[config.mk]
export PLATFORM = sky130hd
export DESIGN_NAME = decode_stage
export DESIGN_NICKNAME = d
export VERILOG_FILES = /design/src/rtl/decode_stage.sv
export SDC_FILE = /design/constraint.sdc
export NUM_CORES = 1
export LEC_CHECK = 0
export BUFFER_PORTS_ARGS = -buffer_cell sky130_fd_sc_hd__buf_2
export CORE_MARGIN = 5
export CORE_UTILIZATION = 40
export CTS_CLUSTER_DIAMETER = 100
export CTS_CLUSTER_SIZE = 24
export DETAILED_ROUTE_END_ITERATION = 8
export GPL_ROUTABILITY_DRIVEN = 0
export GPL_TIMING_DRIVEN = 0
export PLACE_DENSITY_LB_ADDON = 0.08
export REMOVE_ABC_BUFFERS = 1
export SLEW_MARGIN = 20
export SYNTH_ARGS = -nofsm -noshare
export SYNTH_HDL_FRONTEND = slang
export SYNTH_SLANG_ARGS = --single-unit
[constraint.sdc]
create_clock -name clk -period 2.8 [get_ports clk]
set_clock_uncertainty 0.1 [all_clocks]
set_input_delay 0.42 -clock clk [delete_from_list [all_inputs] [get_ports clk]]
set_output_delay 0.42 -clock clk [all_outputs]
set_load 0.1 [all_outputs]
[src/rtl/decode_stage.sv]
// decode_stage: registered RV32I decode stage between fetch and execute.
// Each instruction is decoded as it is accepted and held in a main register,
// with a one-entry skid register behind it so that in_ready can be a flop
// and the stage still sustains one instruction per cycle.
module decode_stage #(
  parameter int unsigned DATA_WIDTH = 32,
  parameter int unsigned REG_ADDR_W = $clog2(DATA_WIDTH),
  parameter int unsigned ILL_CNT_W  = 16
) (
  input  logic                  clk,
  input  logic                  rst_n,
  input  logic                  flush,
  input  logic                  in_valid,
  output logic                  in_ready,
  input  logic [DATA_WIDTH-1:0] in_instr,
  input  logic [DATA_WIDTH-1:0] in_pc,
  output logic                  out_valid,
  input  logic                  out_ready,
  output logic [DATA_WIDTH-1:0] out_pc,
  output logic [2:0]            alu_op,
  output logic [2:0]            imm_op,
  output logic [DATA_WIDTH-1:0] imm,
  output logic                  mem_read,
  output logic                  mem_write,
  output logic                  reg_write,
  output logic [REG_ADDR_W-1:0] rs1,
  output logic [REG_ADDR_W-1:0] rs2,
  output logic [REG_ADDR_W-1:0] rd,
  output logic                  illegal,
  output logic [ILL_CNT_W-1:0]  ill_count
);

  localparam int unsigned INSTR_W = 32;

  localparam logic [6:0] OPC_LOAD   = 7'b0000011;
  localparam logic [6:0] OPC_STORE  = 7'b0100011;
  localparam logic [6:0] OPC_OP     = 7'b0110011;
  localparam logic [6:0] OPC_OPIMM  = 7'b0010011;
  localparam logic [6:0] OPC_BRANCH = 7'b1100011;
  localparam logic [6:0] OPC_LUI    = 7'b0110111;
  localparam logic [6:0] OPC_AUIPC  = 7'b0010111;
  localparam logic [6:0] OPC_JAL    = 7'b1101111;

  localparam logic [2:0] F3_WORD = 3'b010;

  localparam logic [2:0] ALU_MEM   = 3'b000;
  localparam logic [2:0] ALU_REG   = 3'b001;
  localparam logic [2:0] ALU_IMM   = 3'b010;
  localparam logic [2:0] ALU_BR    = 3'b011;
  localparam logic [2:0] ALU_LUI   = 3'b100;
  localparam logic [2:0] ALU_AUIPC = 3'b101;
  localparam logic [2:0] ALU_JAL   = 3'b110;
  localparam logic [2:0] ALU_NONE  = 3'b111;

  localparam logic [2:0] IMM_I    = 3'b000;
  localparam logic [2:0] IMM_S    = 3'b001;
  localparam logic [2:0] IMM_B    = 3'b010;
  localparam logic [2:0] IMM_U    = 3'b011;
  localparam logic [2:0] IMM_J    = 3'b100;
  localparam logic [2:0] IMM_NONE = 3'b111;

  // One decoded instruction as it travels through the stage
  typedef struct packed {
    logic [DATA_WIDTH-1:0] pc;
    logic [2:0]            alu_op;
    logic [2:0]            imm_op;
    logic [DATA_WIDTH-1:0] imm;
    logic                  mem_read;
    logic                  mem_write;
    logic                  reg_write;
    logic [REG_ADDR_W-1:0] rs1;
    logic [REG_ADDR_W-1:0] rs2;
    logic [REG_ADDR_W-1:0] rd;
    logic                  illegal;
  } entry_t;

  entry_t                r_main;
  entry_t                r_skid;
  logic                  r_main_valid;
  logic                  r_skid_valid;
  logic [ILL_CNT_W-1:0]  r_ill_count;

  entry_t                w_dec;
  logic [INSTR_W-1:0]    w_word;
  logic [6:0]            w_opcode;
  logic [2:0]            w_funct3;
  logic [REG_ADDR_W-1:0] w_rs1;
  logic [REG_ADDR_W-1:0] w_rs2;
  logic [REG_ADDR_W-1:0] w_rd;
  logic [INSTR_W-1:0]    w_imm_i;
  logic [INSTR_W-1:0]    w_imm_s;
  logic [INSTR_W-1:0]    w_imm_b;
  logic [INSTR_W-1:0]    w_imm_u;
  logic [INSTR_W-1:0]    w_imm_j;
  logic                  w_accept;
  logic                  w_deliver;

  assign w_accept  = in_valid && !r_skid_valid;
  assign w_deliver = r_main_valid && out_ready;

  // Instruction fields and the five immediate formats
  always_comb begin
    w_word   = INSTR_W'(in_instr);
    w_opcode = w_word[6:0];
    w_funct3 = w_word[14:12];
    w_rs1    = REG_ADDR_W'(w_word[19:15]);
    w_rs2    = REG_ADDR_W'(w_word[24:20]);
    w_rd     = REG_ADDR_W'(w_word[11:7]);
    w_imm_i  = {{20{w_word[31]}}, w_word[31:20]};
    w_imm_s  = {{20{w_word[31]}}, w_word[31:25], w_word[11:7]};
    w_imm_b  = {{19{w_word[31]}}, w_word[31], w_word[7], w_word[30:25],
                w_word[11:8], 1'b0};
    w_imm_u  = {w_word[31:12], 12'b0};
    w_imm_j  = {{11{w_word[31]}}, w_word[31], w_word[19:12], w_word[20],
                w_word[30:21], 1'b0};
  end

  // Decode table; anything not matched stays illegal with all fields cleared
  always_comb begin
    w_dec         = '0;
    w_dec.pc      = in_pc;
    w_dec.alu_op  = ALU_NONE;
    w_dec.imm_op  = IMM_NONE;
    w_dec.illegal = 1'b1;
    case (w_opcode)
      OPC_LOAD: begin
        if (w_funct3 == F3_WORD) begin
          w_dec.alu_op    = ALU_MEM;
          w_dec.imm_op    = IMM_I;
          w_dec.imm       = DATA_WIDTH'(w_imm_i);
          w_dec.reg_write = 1'b1;
          w_dec.mem_read  = 1'b1;
          w_dec.rs1       = w_rs1;
          w_dec.rd        = w_rd;
          w_dec.illegal   = 1'b0;
        end
      end
      OPC_STORE: begin
        if (w_funct3 == F3_WORD) begin
          w_dec.alu_op    = ALU_MEM;
          w_dec.imm_op    = IMM_S;
          w_dec.imm       = DATA_WIDTH'(w_imm_s);
          w_dec.mem_write = 1'b1;
          w_dec.rs1       = w_rs1;
          w_dec.rs2       = w_rs2;
          w_dec.illegal   = 1'b0;
        end
      end
      OPC_OP: begin
        w_dec.alu_op    = ALU_REG;
        w_dec.imm_op    = IMM_NONE;
        w_dec.reg_write = 1'b1;
        w_dec.rs1       = w_rs1;
        w_dec.rs2       = w_rs2;
        w_dec.rd        = w_rd;
        w_dec.illegal   = 1'b0;
      end
      OPC_OPIMM: begin
        w_dec.alu_op    = ALU_IMM;
        w_dec.imm_op    = IMM_I;
        w_dec.imm       = DATA_WIDTH'(w_imm_i);
        w_dec.reg_write = 1'b1;
        w_dec.rs1       = w_rs1;
        w_dec.rd        = w_rd;
        w_dec.illegal   = 1'b0;
      end
      OPC_BRANCH: begin
        w_dec.alu_op  = ALU_BR;
        w_dec.imm_op  = IMM_B;
        w_dec.imm     = DATA_WIDTH'(w_imm_b);
        w_dec.rs1     = w_rs1;
        w_dec.rs2     = w_rs2;
        w_dec.illegal = 1'b0;
      end
      OPC_LUI: begin
        w_dec.alu_op    = ALU_LUI;
        w_dec.imm_op    = IMM_U;
        w_dec.imm       = DATA_WIDTH'(w_imm_u);
        w_dec.reg_write = 1'b1;
        w_dec.rd        = w_rd;
        w_dec.illegal   = 1'b0;
      end
      OPC_AUIPC: begin
        w_dec.alu_op    = ALU_AUIPC;
        w_dec.imm_op    = IMM_U;
        w_dec.imm       = DATA_WIDTH'(w_imm_u);
        w_dec.reg_write = 1'b1;
        w_dec.rd        = w_rd;
        w_dec.illegal   = 1'b0;
      end
      OPC_JAL: begin
        w_dec.alu_op    = ALU_JAL;
        w_dec.imm_op    = IMM_J;
        w_dec.imm       = DATA_WIDTH'(w_imm_j);
        w_dec.reg_write = 1'b1;
        w_dec.rd        = w_rd;
        w_dec.illegal   = 1'b0;
      end
      default: ;
    endcase
  end

  // Main/skid buffer: the main register only changes on delivery or when it
  // is empty, so outputs hold steady while downstream stalls
  always_ff @(posedge clk or negedge rst_n) begin
    if (!rst_n) begin
      r_main        <= '0;
      r_main.alu_op <= ALU_NONE;
      r_main.imm_op <= IMM_NONE;
      r_skid        <= '0;
      r_main_valid  <= 1'b0;
      r_skid_valid  <= 1'b0;
    end else if (flush) begin
      r_main_valid <= 1'b0;
      r_skid_valid <= 1'b0;
    end else if (w_deliver) begin
      if (r_skid_valid) begin
        r_main       <= r_skid;
        r_skid_valid <= 1'b0;
      end else if (w_accept) begin
        r_main <= w_dec;
      end else begin
        r_main_valid <= 1'b0;
      end
    end else if (w_accept) begin
      if (r_main_valid) begin
        r_skid       <= w_dec;
        r_skid_valid <= 1'b1;
      end else begin
        r_main       <= w_dec;
        r_main_valid <= 1'b1;
      end
    end
  end

  // Saturating count of illegal entries handed downstream; flush leaves it alone
  always_ff @(posedge clk or negedge rst_n) begin
    if (!rst_n) begin
      r_ill_count <= '0;
    end else if (w_deliver && r_main.illegal && !(&r_ill_count)) begin
      r_ill_count <= r_ill_count + ILL_CNT_W'(1);
    end
  end

  assign in_ready  = !r_skid_valid;
  assign out_valid = r_main_valid;
  assign out_pc    = r_main.pc;
  assign alu_op    = r_main.alu_op;
  assign imm_op    = r_main.imm_op;
  assign imm       = r_main.imm;
  assign mem_read  = r_main.mem_read;
  assign mem_write = r_main.mem_write;
  assign reg_write = r_main.reg_write;
  assign rs1       = r_main.rs1;
  assign rs2       = r_main.rs2;
  assign rd        = r_main.rd;
  assign illegal   = r_main.illegal;
  assign ill_count = r_ill_count;

endmodule

; Word-level counts from Yosys, hierarchy flattened
; Cells that the tools add are included.
[op_classes]
addsub = 1
eq_ne = 12
muxes = 30
bitwise = 2
n_reduce_logical = 20
[op_table]
columns = op, n
row1 = $mux W89, 5
row2 = $pmux W32 S6, 1
row3 = $pmux W6 S8, 1
row4 = $mux W39, 1
row5 = $mux W38, 1
row6 = $eq A7 B6 Y1 const B, 3
row7 = $pmux W5 S2, 2
row8 = $add A16 B1 Y16 const B, 1
row9 = $reduce_and A16 Y1, 1
row10 = $pmux W5 S3, 1
row11 = $eq A7 B5 Y1 const B, 2
row12 = $eq A7 B7 Y1 const B, 2
row13 = $mux W1, 13
row14 = $mux W6, 2
row15 = $mux W10, 1
row16 = $reduce_and A4 Y1, 2
row17 = $eq A7 B2 Y1 const B, 1
row18 = $ne A3 B3 Y1 const B, 2
row19 = $reduce_bool A3 Y1, 2
row20 = $reduce_or A6 Y1, 1
row21 = $reduce_or A5 Y1, 1
row22 = $logic_and A1 B1 Y1, 4
row23 = $reduce_bool A2 Y1, 2
row24 = $reduce_or A2 Y1, 2
row25 = other kinds (9), 11
[totals]
register_bits = 196
out_inout_bits = 107
word_cells = 90

; Depth between registers and ports, before layout
[logic_depth]
ltp_word = 6
mapped_depth = 8
ltp_nobuf = 5

; Least setup slack after synthesis
; OpenSTA, ideal clock, no wires.
[synth_timing]
path_kind = reg-to-reg
start = reg r_main_valid, in the netlist out_valid
end = reg r_main, in the netlist mem_write
setup_ns = 0.082
arrival_ns = 2.354
t_required_ns = 2.618
setup_slack_ns = 0.264
path_stages_with_launch = 8
n_path_buf = 4
synth_period_minus_slack_ns = 2.536
cell_sequence = dfrtp_1 buf_2 and3_1 clkbuf_1 clkbuf_1 clkbuf_1 nand2_1 a31oi_1
[synth_via]
elab_chain_len = 3
elab_cells_between_ends = 5
cone_classes = eq/ne (1) / mux (1) / reduce/logical (3)
[synth_lines]
columns = element, line_no
row1 = start: declaration, 79  ; logic r_main_valid;
row2 = start signal: assignment, 211  ; r_main_valid <= 1'b0;
row3 = start signal: assignment, 214  ; r_main_valid <= 1'b0;
row4 = start signal: assignment, 223  ; r_main_valid <= 1'b0;
row5 = $logic_and A1 B1 Y1, 99  ; assign w_deliver = r_main_valid && out_ready;
row6 = $ne A2 B1 Y1 (no source line) or $reduce_bool A2 Y1 (tied branches), --
row7 = $reduce_and A4 Y1 (no source line), --
row8 = end signal: assignment, 218  ; r_main <= r_skid;
row9 = end signal: assignment, 221  ; r_main <= w_dec;
row10 = end signal: assignment, 230  ; r_main <= w_dec;
row11 = end: declaration, 77  ; entry_t r_main;
; Parallel ways exist; a longest one is shown, timed or not.
; A chain may end at the register's enable or synchronous reset.

; Final worst setup path
[layout_timing]
start = reg r_main_valid, in the netlist out_valid
end = reg r_main, in the netlist imm[25]
; The elaborated chain is that of the path after synthesis.

==> impl_metrics.csv <==
group,metric,value,unit
power,pwr_density_cell,776,nW/um2
worst_setup_path,start_kind,"register",
global_routing,first_global_vias,7319,
synthesis,syn_area_per_cell,9.20,um2
placement,place_hpwl,16.7,mm
clocking,htreeDepth,4,
clocking,cts_buffers,17,
synthesis,ys_types,58,
synthesis,ys_seq_elements,196,
timing,period_minus_slack,2.53,ns
worst_setup_path,r2r-start,"out_valid",
clocking,worstSkewPairLatency,0.43,ns
final_layout,layout_common_cells,"249 x nand2_1, 190 x dfrtp_1, 174 x buf_2",
placement,dp_cells,1394,
timing,slew_headroom,29.2,%
timing,tightestPinTransition,1.06,ns
route,wire_per_inst,17.3,um
clocking,cts_tree,"built",
final_layout,syn_to_final_growth,21.8,%
clocking,cts_root_buf,"clkbuf_16",
floorplan,coreArea,22500,um2
final_layout,diodes,0,
floorplan,row_count,55,
synthesis,synth_cells,986,
final_layout,stdcell_count,1427,
global_routing,grt_pass1_wl,40.4,mm
route,dr.pass1.iters,6,
power,p_leak,5.01,nW
floorplan,start_util,40.3,%
final_layout,fin_nets,1199,
synthesis,async_reset_ff_share,100,%
global_routing,gr-usage-all-layers,19.3,%
route,remaining_drc_errors,0,
worst_setup_path,timing.reg2reg.setup_slack,0.27,ns
synthesis,netlist_top_cells_area,"dfrtp_1 52%, nand2_1 10%, a31oi_1 5.9%",
floorplan,dieHeight,161,um
global_routing,overflow,0,
worst_setup_path,critPathRequiredTime,3.05,ns
clocking,clock-sinks,196,
placement,io_buffers,175,
clocking,cts.path.max_buffers,2,
worst_setup_path,cp-end-kind,"register",
floorplan,num_io_pins,176,
worst_setup_path,endpoint,"imm[25]",
timing,fin_ws,0.273,ns
route,wirelength,24.7,mm
worst_setup_path,crit_start,"out_valid",
route,vias,7571,
worst_setup_path,r2r_cells,8,
power,power,0.00857,W
synthesis,yosysTopAreaCell,"dfrtp_1",
job,drv_cap,0,
worst_setup_path,worstPathMaxFanout,12,
route,routed_via_density,5.31,
worst_setup_path,worstSetupPathType,"register to register",
timing,setup_viol,0,
timing,fmax,0.396,GHz
synthesis,synth_top_cell_area_share,52.4,%
timing,finalHoldViolCount,0,
placement,place_area,10500,um2
floorplan,die_x,161,um
final_layout,mostFrequentLayoutCell,"nand2_1",
worst_setup_path,crit_arrival,2.78,ns
route,dr.first_iter.drc_count,476,
timing,period_share,90.3,%
hold_path,hold_class,"input pin to register",
outcome,status,"completed",
worst_setup_path,r2r-end,"imm[25]",
global_routing,antenna_found_initial,1,
synthesis,synthFlopType,"dfrtp_1",
timing,finalMaxSlewViolations,0,
final_layout,drive_gt1_share,23.3,%
route,antenna_left,0,
placement,pre_cts_ws,-0.113,ns
power,irDropWorstVdd,0.382,mV
synthesis,ys_seq_area_share,54.2,%
final_layout,fillCellCount,2183,
timing,rsz0062_at_grt,"false",
clocking,clkTransAtPathRegs,0.08,ns
floorplan,dieArea,25800,um2
final_layout,fin_area,11000,um2
global_routing,grt_max_degree,79,
synthesis,yosys_warnings,0,
timing,timing.hold.ws,0.0928,ns
synthesis,syn_area,9070,um2
clocking,post_cts_buffers,0,
hold_path,min_path_cells,3,
synthesis,synth_edf_count,0,
[worst min path at each step]
stage / start / slack [ns] / to
global placement: r_skid[10] / 0.35 / r_skid[10]
finish: in_pc[21] / 0.09 / r_skid[78]
CTS: in_pc[1] / 0.08 / r_skid[58]
floorplan: rst_n / 0.02 / ill_count[0]
detailed placement: rst_n / 0.28 / out_pc[14]
global route: in_pc[15] / 0.08 / r_skid[72]
[metrics by stage]
| step | setup TNS [ns] | util (%) |
|---|---|---|
| floorplan | -697.86 | - |
| global placement | -1643.85 | 44.2 |
| detailed placement | -2.44 | 46.4 |
| CTS | 0 | 49.1 |
| global route | 0 | 49.1 |
| finish | 0 | 49.1 |
[Yosys cell counts (all sizes together) (13+ instances only)]
cell	count
nand2	249
dfrtp	190
a31oi	85
nor2	72
nand3	47
clkbuf	41
buf	39
o21ai	37
a21oi	27
mux2i	23
nand2b	20
o211ai	16
nor3	14
a211oi	13
[state kept, by name, summed over array words and instances (netlist names)]
register      count
mem_write         1
rd                5
mem_read          1
imm_op            3
out_valid         1
reg_write         1
rs1               5
ill_count        16
out_pc           32
r_skid           89
imm              32
illegal           1
rs2               5
r_skid_valid      1
alu_op            3
[area by class of cell]
cell class	instances	area, um2	share of cell area (%)
Clock buffer	20	437	3.95
Clock inverter	12	144	1.30
Inverter	8	30.0	0.272
Multi-Input combinational cell	702	3850	34.9
Sequential cell	196	4910	44.5
Tap cell	285	357	3.23
Timing Repair Buffer	204	1310	11.9
[worst max-delay path, cell delays in order (launching register included)]
cell     delay [ns]
dfrtp_1        0.59
nor2b_2        0.55
nor3_2         0.16
buf_4          0.21
buf_4          0.18
buf_4          0.17
buf_4          0.18
mux2i_1        0.12
a31oi_1        0.15
[routing by layer]
metal  up-vias  share of wire, %  global-route usage (%)
li1       3716                 -                       -
met1      3667                47                    26.7
met2       167                47                    31.3
met3        19               4.6                    4.26
met4         2              0.97                    4.54
met5         -             0.028                       0
[where the power goes]
group	internal (W)	switching, W
registers	0.00327	0.000246
clock network	0.00134	0.00114
logic	0.000517	0.00205
[logic make-up (layout without fill, tap and decap cells)]
logic type               after synthesis  in the layout  synth area share, %
XOR/XNOR                              16             16                 1.54
multiplexers                          28             28                 3.20
AND/OR/NAND/NOR                      451            451                 21.8
adder cells (fa/ha/maj)                1              1                0.138
flip-flops                           196            196                 54.2
buffers and inverters                 88            244                 4.19
AO/OA/AOI/OAI                        206            206                 15.0
[repair_timing]
action                                  4_1_cts  5_1_grt
hold buffers                                  1        0
endpoints found under the setup margin        1        0
endpoints found under the hold margin        57        0
gates resized for setup                       1        0
(Power assumes the default switching activity.)
